**config.mk**
```make
export PLATFORM = sky130hd
export DESIGN_NAME = ahb_rr_matrix
export DESIGN_NICKNAME = d
export VERILOG_FILES = /design/src/rtl/ahb_rr_matrix.sv
export SDC_FILE = /design/constraint.sdc
export NUM_CORES = 1
export LEC_CHECK = 0
export BUFFER_PORTS_ARGS = -buffer_cell sky130_fd_sc_hd__buf_4
export CAP_MARGIN = 20
export CORE_AREA = 3 3 443 445
export CTS_BUF_LIST = sky130_fd_sc_hd__clkbuf_4 sky130_fd_sc_hd__clkbuf_8
export DETAILED_ROUTE_END_ITERATION = 6
export DIE_AREA = 0 0 446 448
export PLACE_DENSITY = 0.3
export SLEW_MARGIN = 20
export SYNTH_ARGS = -nofsm -noshare
export SYNTH_HDL_FRONTEND = slang
export SYNTH_SLANG_ARGS = --single-unit
export TNS_END_PERCENT = 1
```
**constraint.sdc**
```tcl
create_clock -name HCLK -period 28.1 [get_ports HCLK]
set_input_delay 8.43 -clock HCLK [delete_from_list [all_inputs] [get_ports HCLK]]
set_output_delay 8.43 -clock HCLK [all_outputs]
set_load 0.02 [all_outputs]
```
**src/rtl/ahb_rr_matrix.sv**
```systemverilog
// ahb_rr_matrix: AHB-Lite multi-master/multi-slave interconnect with per-slave round-robin,
// per-master pending-request buffers, locked-slave hold and an internal default ERROR slave.
// Ports:
//   HCLK, HRESET      bus clock, asynchronous active-high reset
//   m_haddr..m_hwdata master address/control/write data in (slice i = master i)
//   m_hrdata/hready/hresp  response to each master
//   s_hsel..s_hwdata  forwarded phase to each slave (slice j = slave j), s_haddr slave-relative
//   s_hready          HREADY input of each slave
//   s_hreadyout/hresp/hrdata  response from each slave
module ahb_rr_matrix #(
   parameter int NUM_MASTER = 2,
   parameter int NUM_SLAVES = 8,
   parameter int DATA_WIDTH = 32,
   parameter int ADDR_WIDTH = 32,
   parameter logic [NUM_SLAVES*ADDR_WIDTH-1:0] SLAVE_BASE = '0,
   parameter logic [NUM_SLAVES*ADDR_WIDTH-1:0] SLAVE_LAST = '0
) (
   input  logic                             HCLK,
   input  logic                             HRESET,
   input  logic [NUM_MASTER*ADDR_WIDTH-1:0] m_haddr,
   input  logic [NUM_MASTER*2-1:0]          m_htrans,
   input  logic [NUM_MASTER-1:0]            m_hwrite,
   input  logic [NUM_MASTER*3-1:0]          m_hsize,
   input  logic [NUM_MASTER*3-1:0]          m_hburst,
   input  logic [NUM_MASTER*4-1:0]          m_hprot,
   input  logic [NUM_MASTER-1:0]            m_hmastlock,
   input  logic [NUM_MASTER*DATA_WIDTH-1:0] m_hwdata,
   output logic [NUM_MASTER*DATA_WIDTH-1:0] m_hrdata,
   output logic [NUM_MASTER-1:0]            m_hready,
   output logic [NUM_MASTER-1:0]            m_hresp,
   output logic [NUM_SLAVES-1:0]            s_hsel,
   output logic [NUM_SLAVES*ADDR_WIDTH-1:0] s_haddr,
   output logic [NUM_SLAVES*2-1:0]          s_htrans,
   output logic [NUM_SLAVES-1:0]            s_hwrite,
   output logic [NUM_SLAVES*3-1:0]          s_hsize,
   output logic [NUM_SLAVES*3-1:0]          s_hburst,
   output logic [NUM_SLAVES*4-1:0]          s_hprot,
   output logic [NUM_SLAVES-1:0]            s_hmastlock,
   output logic [NUM_SLAVES*DATA_WIDTH-1:0] s_hwdata,
   output logic [NUM_SLAVES-1:0]            s_hready,
   input  logic [NUM_SLAVES-1:0]            s_hreadyout,
   input  logic [NUM_SLAVES-1:0]            s_hresp,
   input  logic [NUM_SLAVES*DATA_WIDTH-1:0] s_hrdata
);
   localparam int M  = NUM_MASTER;
   localparam int S  = NUM_SLAVES;
   localparam int MW = (M > 1) ? $clog2(M) : 1;
   localparam int TW = $clog2(S + 1);
   localparam int CW = 14;
   // target code S denotes the internal default slave
   localparam logic [TW-1:0] DS = TW'(S);

   // control bundle layout: {htrans[1:0], hwrite, hsize[2:0], hburst[2:0], hprot[3:0], hmastlock}
   logic                  r_pv    [M];
   logic [ADDR_WIDTH-1:0] r_paddr [M];
   logic [CW-1:0]         r_pctl  [M];
   logic [TW-1:0]         r_ptgt  [M];
   logic [1:0]            r_ds    [M];
   logic                  r_dv    [S];
   logic [MW-1:0]         r_down  [S];
   logic [MW-1:0]         r_ptr   [S];
   logic                  r_lv    [S];
   logic [MW-1:0]         r_lown  [S];

   logic [ADDR_WIDTH-1:0] w_laddr [M];
   logic [CW-1:0]         w_lctl  [M];
   logic [TW-1:0]         w_ltgt  [M];
   logic                  w_live  [M];
   logic [ADDR_WIDTH-1:0] w_saddr [M];
   logic [CW-1:0]         w_sctl  [M];
   logic [TW-1:0]         w_stgt  [M];
   logic                  w_sreq  [M];
   logic                  w_mgnt  [M];
   logic                  w_avail [S];
   logic                  w_gnt   [S];
   logic [MW-1:0]         w_win   [S];

   // per-master decode and request selection; a valid pending phase masks the live inputs
   always_comb begin
      for (int i = 0; i < M; i++) begin
         w_laddr[i] = m_haddr[i*ADDR_WIDTH +: ADDR_WIDTH];
         w_lctl[i]  = {m_htrans[i*2 +: 2], m_hwrite[i], m_hsize[i*3 +: 3], m_hburst[i*3 +: 3],
                       m_hprot[i*4 +: 4], m_hmastlock[i]};
         w_ltgt[i]  = DS;
         // descending scan leaves the lowest matching slave
         for (int j = S - 1; j >= 0; j--)
            if (w_laddr[i] >= SLAVE_BASE[j*ADDR_WIDTH +: ADDR_WIDTH] &&
                w_laddr[i] <= SLAVE_LAST[j*ADDR_WIDTH +: ADDR_WIDTH])
               w_ltgt[i] = TW'(j);
         w_live[i]  = !HRESET && !r_pv[i] && m_hready[i] && m_htrans[i*2+1];
         w_saddr[i] = r_pv[i] ? r_paddr[i] : w_laddr[i];
         w_sctl[i]  = r_pv[i] ? r_pctl[i] : w_lctl[i];
         w_stgt[i]  = r_pv[i] ? r_ptgt[i] : w_ltgt[i];
         w_sreq[i]  = (r_pv[i] || w_live[i]) && w_stgt[i] != DS;
      end
   end

   // per-slave round-robin starting after the last winner; a locked slave admits only its owner
   always_comb begin
      int n;
      n = 0;
      for (int j = 0; j < S; j++) begin
         w_avail[j] = !r_dv[j] || s_hreadyout[j];
         w_gnt[j]   = 1'b0;
         w_win[j]   = '0;
         for (int k = 1; k <= M; k++) begin
            n = int'(r_ptr[j]) + k;
            if (n >= M) n = n - M;
            if (!w_gnt[j] && w_avail[j] && w_sreq[n] && w_stgt[n] == TW'(j) &&
                (!r_lv[j] || r_lown[j] == MW'(n))) begin
               w_gnt[j] = 1'b1;
               w_win[j] = MW'(n);
            end
         end
      end
   end

   always_comb begin
      for (int i = 0; i < M; i++) begin
         w_mgnt[i] = 1'b0;
         for (int j = 0; j < S; j++)
            if (w_gnt[j] && w_win[j] == MW'(i)) w_mgnt[i] = 1'b1;
      end
   end

   // slave-side address phase from the winner, write data from the data-phase owner
   always_comb begin
      s_hsel      = '0;
      s_haddr     = '0;
      s_htrans    = '0;
      s_hwrite    = '0;
      s_hsize     = '0;
      s_hburst    = '0;
      s_hprot     = '0;
      s_hmastlock = '0;
      s_hwdata    = '0;
      s_hready    = '1;
      for (int j = 0; j < S; j++) begin
         s_hready[j] = r_dv[j] ? s_hreadyout[j] : 1'b1;
         if (r_dv[j]) s_hwdata[j*DATA_WIDTH +: DATA_WIDTH] = m_hwdata[int'(r_down[j])*DATA_WIDTH +: DATA_WIDTH];
         if (w_gnt[j]) begin
            s_hsel[j] = 1'b1;
            s_haddr[j*ADDR_WIDTH +: ADDR_WIDTH] = w_saddr[w_win[j]] - SLAVE_BASE[j*ADDR_WIDTH +: ADDR_WIDTH];
            {s_htrans[j*2 +: 2], s_hwrite[j], s_hsize[j*3 +: 3], s_hburst[j*3 +: 3],
             s_hprot[j*4 +: 4], s_hmastlock[j]} = w_sctl[w_win[j]];
         end
      end
   end

   // master response: pending stalls, default slave ERROR, owned slave data phase, else zero-wait OKAY
   always_comb begin
      m_hready = '1;
      m_hresp  = '0;
      m_hrdata = '0;
      for (int i = 0; i < M; i++) begin
         if (r_pv[i]) m_hready[i] = 1'b0;
         else if (r_ds[i] != 2'd0) begin
            m_hready[i] = r_ds[i][1];
            m_hresp[i]  = 1'b1;
         end else
            for (int j = 0; j < S; j++)
               if (r_dv[j] && r_down[j] == MW'(i)) begin
                  m_hready[i] = s_hreadyout[j];
                  m_hresp[i]  = s_hresp[j];
                  m_hrdata[i*DATA_WIDTH +: DATA_WIDTH] = s_hrdata[j*DATA_WIDTH +: DATA_WIDTH];
               end
      end
   end

   always_ff @(posedge HCLK or posedge HRESET) begin
      if (HRESET) begin
         for (int i = 0; i < M; i++) begin
            r_pv[i]    <= 1'b0;
            r_paddr[i] <= '0;
            r_pctl[i]  <= '0;
            r_ptgt[i]  <= '0;
            r_ds[i]    <= 2'd0;
         end
         for (int j = 0; j < S; j++) begin
            r_dv[j]   <= 1'b0;
            r_down[j] <= '0;
            r_ptr[j]  <= MW'(M - 1);
            r_lv[j]   <= 1'b0;
            r_lown[j] <= '0;
         end
      end else begin
         for (int i = 0; i < M; i++) begin
            if (r_pv[i] && w_mgnt[i]) r_pv[i] <= 1'b0;
            else if (w_live[i] && w_ltgt[i] != DS && !w_mgnt[i]) begin
               r_pv[i]    <= 1'b1;
               r_paddr[i] <= w_laddr[i];
               r_pctl[i]  <= w_lctl[i];
               r_ptgt[i]  <= w_ltgt[i];
            end
            // 1 = first ERROR cycle (wait), 2 = second ERROR cycle (ready)
            r_ds[i] <= (r_ds[i] == 2'd1) ? 2'd2 : (w_live[i] && w_ltgt[i] == DS) ? 2'd1 : 2'd0;
         end
         for (int j = 0; j < S; j++) begin
            if (w_avail[j]) begin
               r_dv[j]   <= w_gnt[j];
               r_down[j] <= w_win[j];
            end
            if (w_gnt[j]) r_ptr[j] <= w_win[j];
            if (w_gnt[j] && w_sctl[w_win[j]][0]) begin
               r_lv[j]   <= 1'b1;
               r_lown[j] <= w_win[j];
            end else if (r_lv[j] && m_hready[r_lown[j]] && !m_hmastlock[r_lown[j]])
               r_lv[j] <= 1'b0;
         end
      end
   end
endmodule

```
==> results.json, run 1 <==
{
  "antenna_left": 0,
  "cts-buffers-inserted": 9,
  "drtIter0Drc": 245,
  "synth.yosys.seq_area_share_pct": 24.6,
  "via_per_inst": 1.86,
  "cts_hold_buf": 0,
  "cts_htree_levels": 3,
  "hold_viol": 0,
  "clk_pin_slew_ns": 0.12,
  "post-cts-setup-buffers": 0,
  "use_met3_pct": 2.58,
  "peakVddDrop_mv": 0.0226,
  "reg2reg_depth": 8,
  "finalPower_uw": 376,
  "clockRootBuffer": "clkbuf_8",
  "io_pins": 1138,
  "port_buffers": 339,
  "fin_skew_ns": 0.0251,
  "syn-cell-area_sq_um": 10700,
  "whs_endpoint": "r_ds[3]",
  "start_util_pct": 5.54,
  "drive_above_1_share_pct": 26.7,
  "fin_crit_sh_pct": 75.2,
  "required_ns": 19.67,
  "grtUsageMet2_pct": 8.38,
  "fmax_mhz": 47.3,
  "synth_top_cell_area_share_pct": 39.4,
  "finalWorstSetupSlack_ns": 6.96,
  "clk_path_buf_depth": 2,
  "place_ws_ns": 6.29,
  "ctsResizeCount": 0,
  "r2r_end": "r_pctl[22]",
  "routed_wl_um": 55800,
  "hold_path_depth": 1,
  "syn_avg_cell_area_sq_um": 8.78,
  "grt_pass1_wl_um": 68100,
  "status": "finished, final reports clean",
  "fp-row-count": 161,
  "dieArea_sq_um": 200000,
  "tns_ns": 0,
  "wire_per_inst_um": 13.8,
  "final_common_cell": "conb_1",
  "crit_type": "primary input to primary output",
  "end_kind": "primary output",
  "globalRouteTotalUtil_pct": 5.21,
  "synthCells": 1216,
  "grt_setup_unrepaired": "no",
  "p_leak_uw": 0.00634,
  "core_sq_um": 193000,
  "clock_latency_ns": 0.50,
  "critPathArrivalTime_ns": 12.71,
  "cts_tree": "built",
  "synth_top_cell_by_area": "buf_4",
  "antenna_found_initial": 26,
  "r2r_start": "r_down[7]",
  "gr-total-overflow": 0,
  "vias": 7533,
  "met1_usage_pct": 6.12,
  "whs_ns": 0.477,
  "finalMaxSlewViolations": 0,
  "fin_crit_ns": 21.14,
  "cts_sinks": 105,
  "busiest_layer": "met2",
  "synth_area_leaders": "buf_4 (39%), dfrtp_1 (24%), nor2b_1 (8.7%)",
  "utilization_pct": 7.49,
  "syn2layout_area_growth_pct": 35.1,
  "yosys_warnings": 0,
  "nets": 1951,
  "synth.distinct_cells": 43,
  "die_w_um": 446,
  "maxCapViolCount": 0,
  "cellPowerDensity_nw_per_um2": 26.1,
  "grt_pass1_vias": 6740,
  "firstDrtPassIters": 4,
  "hp-start": "r_ds[3]",
  "critPathLaunchType": "primary input",
  "routabilityCongestion": 0.741,
  "slew_headroom_pct": 40.3,
  "critPathMaxFanout": 46,
  "grt_max_degree": 52,
  "dp_hpwl_um": 47500,
  "route.detailed.drc": 0,
  "hold_path.class": "flip-flop to flip-flop",
  "ys_seq_elements": 105,
  "final_cell_mix": "conb_1 (560), buf_4 (351), nor2b_1 (148)",
  "finalSetupViolations": 0,
  "die_y_um": 448,
  "ff2ff_setup_slack_ns": 23.82,
  "tightest_slew_ns": 0.888
}
[kinds of logic (layout without fill, tap and decap cells)]
group,count (synthesis),in the layout,share of synthesized area [%]
simple gates,270,270,15.6
mux,103,103,9.96
buf+inv,622,374,41.7
other cells,2,563,0.0703
flops,105,105,24.6
compound gates,113,113,7.92
xor+xnor,1,1,0.0821
[synthesized netlist by cell type]
library cell  count
mux2_2           24
dfrtp_1         104
nand4_1           2
o211ai_1          1
a31oi_1           1
conb_1            2
a211oi_1         92
a211o_1           1
nand2b_1          2
a311oi_1          1
o311ai_2          1
o21a_1            1
buf_4           560
dfstp_2           1
o21ai_0           6
clkbuf_1         32
nor4_1           17
buf_1             8
nor2_1            6
or2_1             1
o32ai_2           1
or2_2             2
nand2_1          11
mux2_1            2
xnor2_1           1
nor4bb_1          2
nor4b_1           1
or4_1             1
a2111oi_0         1
a21o_1            1
inv_1             7
mux2i_1          77
nor2b_1         148
a21oi_1           4
and3_1            1
nor3b_1           2
nor3_1            4
a2bb2oi_1         1
nand3b_1          3
nor4_2            1
and2_1           66
o2111ai_1         1
buf_2            15
[worst max-delay path, stage by stage]
cell      delay [ns]
buf_4           0.12
nor4_2          0.78
nand4_1         0.65
o32ai_2         0.70
a211oi_1        0.13
a211oi_1        0.51
nand2_2         0.08
buf_4           0.34
a211oi_1        0.60
buf_4           0.32
[worst max-delay path by stage]
stage                      startpoint          to  slack (ns)  depth (start not counted)
after floorplan                HRESET  s_haddr[0]        7.06                          8
after global placement    m_haddr[59]  s_hsize[2]        6.32                         10
after detailed placement  m_haddr[59]  s_hsize[2]        6.29                         10
after CTS                 m_haddr[59]  s_hsize[2]        6.25                         10
after global routing      m_haddr[59]  s_hsize[2]        6.38                         10
final                     m_haddr[59]  s_hsize[2]        6.96                         10
[layer usage]
metal  vias to the layer above  part of all wire, %
li1                       3505                    -
met1                      3583                   39
met2                       366                   48
met3                        55                   11
met4                        24                  1.9
met5                         -                 0.28
[state kept, by name (all words and copies together) (netlist names)]
| name | cells |
|---|---|
| r_down | 1 |
| r_paddr | 64 |
| r_pctl | 28 |
| r_pv | 2 |
| r_ptgt | 2 |
| r_ds | 4 |
| r_dv | 1 |
| r_lv | 1 |
| r_ptr | 1 |
| r_lown | 1 |
[through the flow]
stage	cells	instance area, sq um
floorplan	1774	12800
CTS	4052	14400
global placement	4036	14200
finish	4055	14400
global route	4052	14400
detailed placement	4036	14200
[power breakdown]
part	switching [uW]	internal (uW)	total [uW]	leakage, uW
combinational	84.9	22.1	107	0.00478
sequential	0.293	151	152	0.00145
clock	81.7	35.9	118	0.0000998
[cell type report]
cell class / instances / area [sq um]
Clock buffer: 9 / 124
Antenna cell: 3 / 7.51
Clock inverter: 7 / 80.1
Fill cell: 22600 / 178000
Tap cell: 2526 / 3160
Multi-Input combinational cell: 1047 / 5740
Inverter: 7 / 28.8
Sequential cell: 105 / 2640
Timing Repair Buffer: 351 / 2640
(Power assumes the default switching activity.)
==> run 2: changes to the inputs <==
--- a/config.mk
+++ b/config.mk
@@ -5,12 +5,13 @@
 export SDC_FILE = /design/constraint.sdc
 export NUM_CORES = 1
 export LEC_CHECK = 0
+export ABC_AREA = 1
 export BUFFER_PORTS_ARGS = -buffer_cell sky130_fd_sc_hd__buf_4
 export CAP_MARGIN = 20
-export CORE_AREA = 3 3 443 445
+export CORE_AREA = 3 3 448 450
 export CTS_BUF_LIST = sky130_fd_sc_hd__clkbuf_4 sky130_fd_sc_hd__clkbuf_8
 export DETAILED_ROUTE_END_ITERATION = 6
-export DIE_AREA = 0 0 446 448
+export DIE_AREA = 0 0 451 453
 export PLACE_DENSITY = 0.3
 export SLEW_MARGIN = 20
 export SYNTH_ARGS = -nofsm -noshare
==> constraint.sdc (replaced) <==
create_clock -name HCLK -period 20.3 [get_ports HCLK]
set_input_delay 6.09 -clock HCLK [delete_from_list [all_inputs] [get_ports HCLK]]
set_output_delay 6.09 -clock HCLK [all_outputs]
set_load 0.02 [all_outputs]
==> run 2 against run 1 <==
  * Combinational power grew to 9.6 times the previous value
  * Critical endpoint is now s_haddr[4]
  * Sequential share of layout area down 0.53 points
  * Via count grew 20%
  * Highest routed layer unchanged
  * Critical path type unchanged
  * Count of clock-buffer cells in the layout did not move
  * Largest power group is now combinational logic
  * First-iteration DRC count increased by 44%
  * Hold slack got worse by 0.010 ns
  * Critical path depth increased by 7
  * Utilization barely moved
  * Power rose to 3.8 times the previous value
  * Sequential power grew 47%
  * Largest cell class unchanged
==> results.json, run 2 <==
{
  "status": "finished, final reports clean",
  "core_sq_um": 197000,
  "fin_crit_ns": 16.14,
  "yosys_most_used_dff": "dfrtp_1",
  "hold_path.class": "flip-flop to flip-flop",
  "p_switching_uw": 857,
  "fmax_mhz": 61.9,
  "start_util_pct": 5.58,
  "crit_family": "simple AND/OR/NAND/NOR gates",
  "final_common_cell": "conb_1",
  "die_w_um": 451,
  "clock_latency_ns": 0.46,
  "final_cell_mix": "conb_1 (560), buf_4 (354), nand2_1 (268)",
  "synth_edf_count": 0,
  "reg.largest.list": "r_paddr (64), r_pctl (28), r_ds (4)",
  "top_register": "r_paddr",
  "post-cts-setup-buffers": 0,
  "vias": 9058,
  "cellPowerDensity_nw_per_um2": 96.0,
  "intPower_uw": 563,
  "fill_cells": 23300,
  "required_ns": 14.21,
  "finalSetupViolations": 0,
  "port_buffers": 339,
  "antenna_left": 0,
  "firstDrtPassIters": 5,
  "tns_ns": 0,
  "dp.cells": 4526,
  "synthCells": 1603,
  "clk_path_buf_depth": 2,
  "wire_per_inst_um": 15.1,
  "cts_hold_buf": 0,
  "via_per_inst": 1.99,
  "critical_path.cell_chain": "buf_4 -> nor2_1 -> nand2_1 -> nor2_1 -> nand2_1 -> o21ai_1 -> nand3_1 -> nand2_1 -> nand3_2 -> nand4_2 -> buf_4 -> nand2_1 -> inv_2 -> buf_4 -> nor2_1 -> nor2_1 -> buf_4",
  "grt_setup_unrepaired": "no",
  "finalWorstSetupSlack_ns": 4.16,
  "cts_htree_levels": 3,
  "stdcell_count": 4546,
  "critPathLaunchType": "primary input",
  "grt_pass1_vias": 7973,
  "route.detailed.drc": 0,
  "tightest_slew_ns": 1.03,
  "gr-total-overflow": 0,
  "syn2layout_area_growth_pct": 34.6,
  "critPathBufInv": 5,
  "routed_wl_um": 68500,
  "pwr-share-seq_pct": 15.8,
  "cts-buffers-inserted": 9,
  "finalMaxSlewViolations": 0,
  "clockRootBuffer": "clkbuf_8",
  "switching_share_pct": 60.4,
  "ctsResizeCount": 0,
  "largest_reg_flops": 64,
  "clk_pin_slew_ns": 0.13,
  "multi_input_area_sq_um": 5410,
  "worst_path_largest_cell_delay_ns": 0.54,
  "syn_avg_cell_area_sq_um": 6.85,
  "synth_area_leaders": "buf_4 (38%), dfrtp_1 (24%), nand2_1 (9.3%)",
  "grt_max_degree": 74,
  "routabilityCongestion": 0.737,
  "synth_top_cell_by_area": "buf_4",
  "fin_crit_sh_pct": 79.5,
  "globalRouteTotalUtil_pct": 6.28,
  "synth_top_cell_area_share_pct": 38.5,
  "nets": 2327,
  "io_pins": 1138,
  "yosys_warnings": 0,
  "fp-row-count": 163,
  "maxCapViolCount": 0,
  "ys_seq_elements": 105,
  "critPathArrivalTime_ns": 10.05,
  "drive_above_1_share_pct": 20.7,
  "yosysMostFrequentCell": "buf_4",
  "p_leak_uw": 0.00732,
  "cts_sinks": 105,
  "dp_hpwl_um": 60800,
  "ys_top_cells_by_count": "buf_4 (563), nand2_1 (271), nor2_1 (168)",
  "dieArea_sq_um": 204000,
  "slowest_stage": "buf_4",
  "grt_pass1_wl_um": 83200,
  "fin_skew_ns": 0.0265,
  "hold_viol": 0,
  "cts_tree": "built",
  "synthArstFlopShare_pct": 100,
  "antenna_found_initial": 26,
  "synth.yosys.seq_area_share_pct": 23.9,
  "synth.distinct_cells": 29,
  "syn-cell-area_sq_um": 11000,
  "place_ws_ns": 3.91,
  "die_y_um": 453,
  "end_kind": "primary output",
  "crit_type": "primary input to primary output",
  "peakVddDrop_mv": 0.0446,
  "critPathMaxFanout": 49,
  "layout.area.seq_sq_um": 2630,
  "p_clk_share_pct": 11.7,
  "power_frac_comb_pct": 72.5,
  "drtIter0Drc": 353,
  "slew_headroom_pct": 31.1
}
[run 2: power groups by stage]
stage	sequential, uW	combinational, uW	clock, uW
2_1_floorplan	226	614	0
3_3_place_gp	228	1100	0
3_5_place_dp	228	1100	0
4_1_cts	224	1100	185
5_1_grt	225	1120	187
6_report	224	1030	167
[run 2: tightest hold or removal path: cells and delay by family (launching register included)]
family	cells	cell delay, ns
DFF	1	0.35
buffers and inverters	1	0.05
and+or+nand+nor	1	0.05
[run 2: cell type report]
class / instances / area share [%]
Antenna cell: 4 / 0.0677
Timing Repair Buffer: 354 / 18.0
Clock inverter: 7 / 0.677
Tap cell: 2640 / 22.3
Sequential cell: 105 / 17.8
Clock buffer: 9 / 0.837
Inverter: 148 / 3.77
Multi-Input combinational cell: 1279 / 36.6
[run 2: metrics by stage]
step	total power [uW]	util [%]	hold slack [ns]	area [sq um]
6_report	1420	7.51	0.467	14800
5_1_grt	1530	7.51	0.487	14800
4_1_cts	1510	7.50	0.471	14800
3_5_place_dp	1330	7.39	0.437	14600
3_3_place_gp	1330	7.39	0.435	14600
2_1_floorplan	840	-	0.419	13100
[run 2: cell families after synthesis]
logic type / after synthesis / share of synthesized area, %
flip-flops: 105 / 23.9
buffers and inverters: 777 / 46.2
XOR/XNOR: 1 / 0.0797
AND/OR/NAND/NOR: 590 / 22.1
multiplexers: 12 / 1.09
other: 2 / 0.0683
AO/OA/AOI/OAI: 116 / 6.45
[run 2: final timing paths]
check / from / end / slack [ns] / cells after the start
worst max-delay path: m_haddr[4] / s_haddr[4] / 4.16 / 17
worst min-delay path: r_pctl[13] / r_pctl[13] / 0.47 / 2
worst max register to register: r_pv[1] / r_paddr[46] / 15.41 / 12
worst min register to register: r_pctl[13] / r_pctl[13] / 0.47 / 2
max in group asynchronous: HRESET / r_paddr[38] / 13.02 / 4
min in group asynchronous: HRESET / r_lv[7] / 5.71 / 2
[run 2: routing by layer]
layer	vias up	track usage, %	part of all wire [%]
met5	-	0	0.019
met2	395	13.5	62
met3	68	0.899	3.8
met1	4201	5.85	32
met4	2	2.12	2.8
li1	4392	-	-
==> run 3: changes to the inputs <==
--- a/config.mk
+++ b/config.mk
@@ -5,13 +5,13 @@
 export SDC_FILE = /design/constraint.sdc
 export NUM_CORES = 1
 export LEC_CHECK = 0
-export ABC_AREA = 1
+export ABC_AREA = 0
 export BUFFER_PORTS_ARGS = -buffer_cell sky130_fd_sc_hd__buf_4
 export CAP_MARGIN = 20
-export CORE_AREA = 3 3 448 450
+export CORE_AREA = 3 3 442 444
 export CTS_BUF_LIST = sky130_fd_sc_hd__clkbuf_4 sky130_fd_sc_hd__clkbuf_8
 export DETAILED_ROUTE_END_ITERATION = 6
-export DIE_AREA = 0 0 451 453
+export DIE_AREA = 0 0 445 447
 export PLACE_DENSITY = 0.3
 export SLEW_MARGIN = 20
 export SYNTH_ARGS = -nofsm -noshare
==> constraint.sdc (replaced) <==
create_clock -name HCLK -period 16.2 [get_ports HCLK]
set_input_delay 4.86 -clock HCLK [delete_from_list [all_inputs] [get_ports HCLK]]
set_output_delay 4.86 -clock HCLK [all_outputs]
set_load 0.02 [all_outputs]
==> run 3 against run 2 <==
  * Global-route usage shrank 1.0 points
  * Combinational power fell by 82%
  * Cell count decreased by 11%
  * Largest cell class unchanged
  * Highest routed layer unchanged
==> results.json, run 3 (same netlist as run 1, synthesis figures left out) <==
{
  "status": "finished, final reports clean",
  "io_pins": 1138,
  "tns_ns": 0,
  "maxUsedRoutingLayer": "met5",
  "place_area_sq_um": 14200,
  "path_common_cell": "buf_4",
  "reg.largest.list": "r_paddr (64), r_pctl (28), r_ds (4)",
  "critPathArrivalTime_ns": 9.17,
  "clk_pin_slew_ns": 0.13,
  "nets": 1954,
  "post-cts-setup-buffers": 0,
  "hold_viol": 0,
  "slowest_stage": "nor4_2",
  "r2r_start": "r_down[7]",
  "end_kind": "primary output",
  "met3WireLength_um": 5540,
  "worst_path_largest_cell_delay_ns": 0.71,
  "grt_pass1_wl_um": 68000,
  "antenna_found_initial": 20,
  "vias": 7508,
  "cts_tree": "built",
  "finalMaxSlewViolations": 0,
  "slew_headroom_pct": 38.0,
  "critPathLaunchType": "primary input",
  "hold_path_depth": 1,
  "hold_path.class": "flip-flop to flip-flop",
  "finalPower_uw": 651,
  "route.detailed.drc": 0,
  "tightest_slew_ns": 0.921,
  "finalSetupViolations": 0,
  "clockRootBuffer": "clkbuf_8",
  "fin_skew_ns": 0.0282,
  "clock_latency_ns": 0.50,
  "grt_setup_unrepaired": "no",
  "wl_met2_um": 27400,
  "critical_path.cell_chain": "buf_4 -> nor4_2 -> nand4_1 -> buf_4 -> o32ai_2 -> a211oi_1 -> a211oi_1 -> nand2_2 -> buf_4 -> a211oi_1 -> buf_4",
  "dp_hpwl_um": 47900,
  "core_sq_um": 192000,
  "fp-row-count": 161,
  "reg2reg_depth": 10,
  "die_w_um": 445,
  "routed_wl_um": 55900,
  "ff2ff_setup_slack_ns": 11.80,
  "via_per_inst": 1.85,
  "firstDrtPassIters": 4,
  "cts_hold_buf": 0,
  "fin_area_sq_um": 14500,
  "wire_per_inst_um": 13.8,
  "port_buffers": 339,
  "clk_path_buf_depth": 2,
  "crit_family": "compound AO/OA/AOI/OAI gates",
  "p_leak_uw": 0.00636,
  "maxCapViolCount": 0,
  "grt_max_degree": 80,
  "fill_cells": 22500,
  "critPathMaxFanout": 13,
  "final_cell_mix": "conb_1 (560), buf_4 (353), nor2b_1 (148)",
  "antenna_left": 0,
  "whs_ns": 0.482,
  "cp_num_cells": 11,
  "routabilityCongestion": 0.756,
  "syn2layout_area_growth_pct": 35.5,
  "drtIter0Drc": 254,
  "cts_htree_levels": 3,
  "globalRouteTotalUtil_pct": 5.25,
  "largest_reg_flops": 64,
  "cellPowerDensity_nw_per_um2": 45.0,
  "critPathBufInv": 4,
  "required_ns": 11.34,
  "drive_above_1_share_pct": 26.9,
  "fin_crit_ns": 14.03,
  "crit_type": "primary input to primary output",
  "cts-buffers-inserted": 9,
  "die_y_um": 447,
  "top_register": "r_paddr",
  "dieArea_sq_um": 199000,
  "wl_met1_um": 22300,
  "hp-start": "r_ds[3]",
  "final_common_cell": "conb_1",
  "fin_crit_sh_pct": 86.6,
  "ctsResizeCount": 0,
  "cts_sinks": 105,
  "whs_endpoint": "r_ds[3]",
  "fmax_mhz": 71.3,
  "start_util_pct": 5.56,
  "gr-total-overflow": 0,
  "grt_pass1_vias": 6613,
  "r2r_end": "r_pctl[9]",
  "peakVddDrop_mv": 0.0333
}
## run 3: worst reg2reg max path: stages, from the launching register on
cell	delay [ns]
dfrtp_2	0.37
buf_4	0.51
nor4b_1	0.14
nor3_1	0.69
and3_1	0.39
a21oi_1	0.19
o311ai_4	0.31
buf_12	0.36
and2_2	0.24
buf_4	0.62
mux2_2	0.49
## run 3: cell type report
type	instances	area, sq um	share of cell area (%)
well taps	2526	3160	21.8
multi-input cells	1047	5740	39.7
repair buffers	354	2670	18.5
clock buffers	9	124	0.856
diodes	6	15.0	0.104
clock inverters	7	91.3	0.631
inverters	7	28.8	0.199
flip-flops and latches	105	2640	18.2
## run 3: worst max-delay path by stage
stage	start	endpoint	slack, ns
after floorplan	HRESET	s_haddr[0]	2.30
after global placement	m_haddr[59]	s_haddr[21]	1.80
after detailed placement	m_haddr[59]	s_haddr[21]	1.90
after CTS	m_haddr[59]	s_haddr[21]	1.88
after global routing	m_haddr[59]	s_haddr[21]	1.82
final	m_haddr[59]	s_haddr[21]	2.17
## run 3: report_power, final
| group | internal [uW] | switching [uW] | leakage, uW | total, uW |
|---|---|---|---|---|
| Combinational | 38.4 | 148 | 0.00481 | 186 |
| Clock | 63.1 | 139 | 0.000106 | 202 |
| Sequential | 263 | 0.564 | 0.00145 | 263 |
## run 3: per-layer routing
metal,track usage (%),up-vias
met3,2.11,39
met4,1.03,12
li1,-,3503
met2,8.70,382
met1,6.41,3572
met5,0,-
## run 3: stage by stage
step	setup WS, ns	instances	util, %
6_report	2.17	4061	7.54
2_1_floorplan	2.30	1774	-
3_3_place_gp	1.80	4039	7.42
4_1_cts	1.88	4055	7.53
5_1_grt	1.82	4055	7.53
3_5_place_dp	1.90	4039	7.42
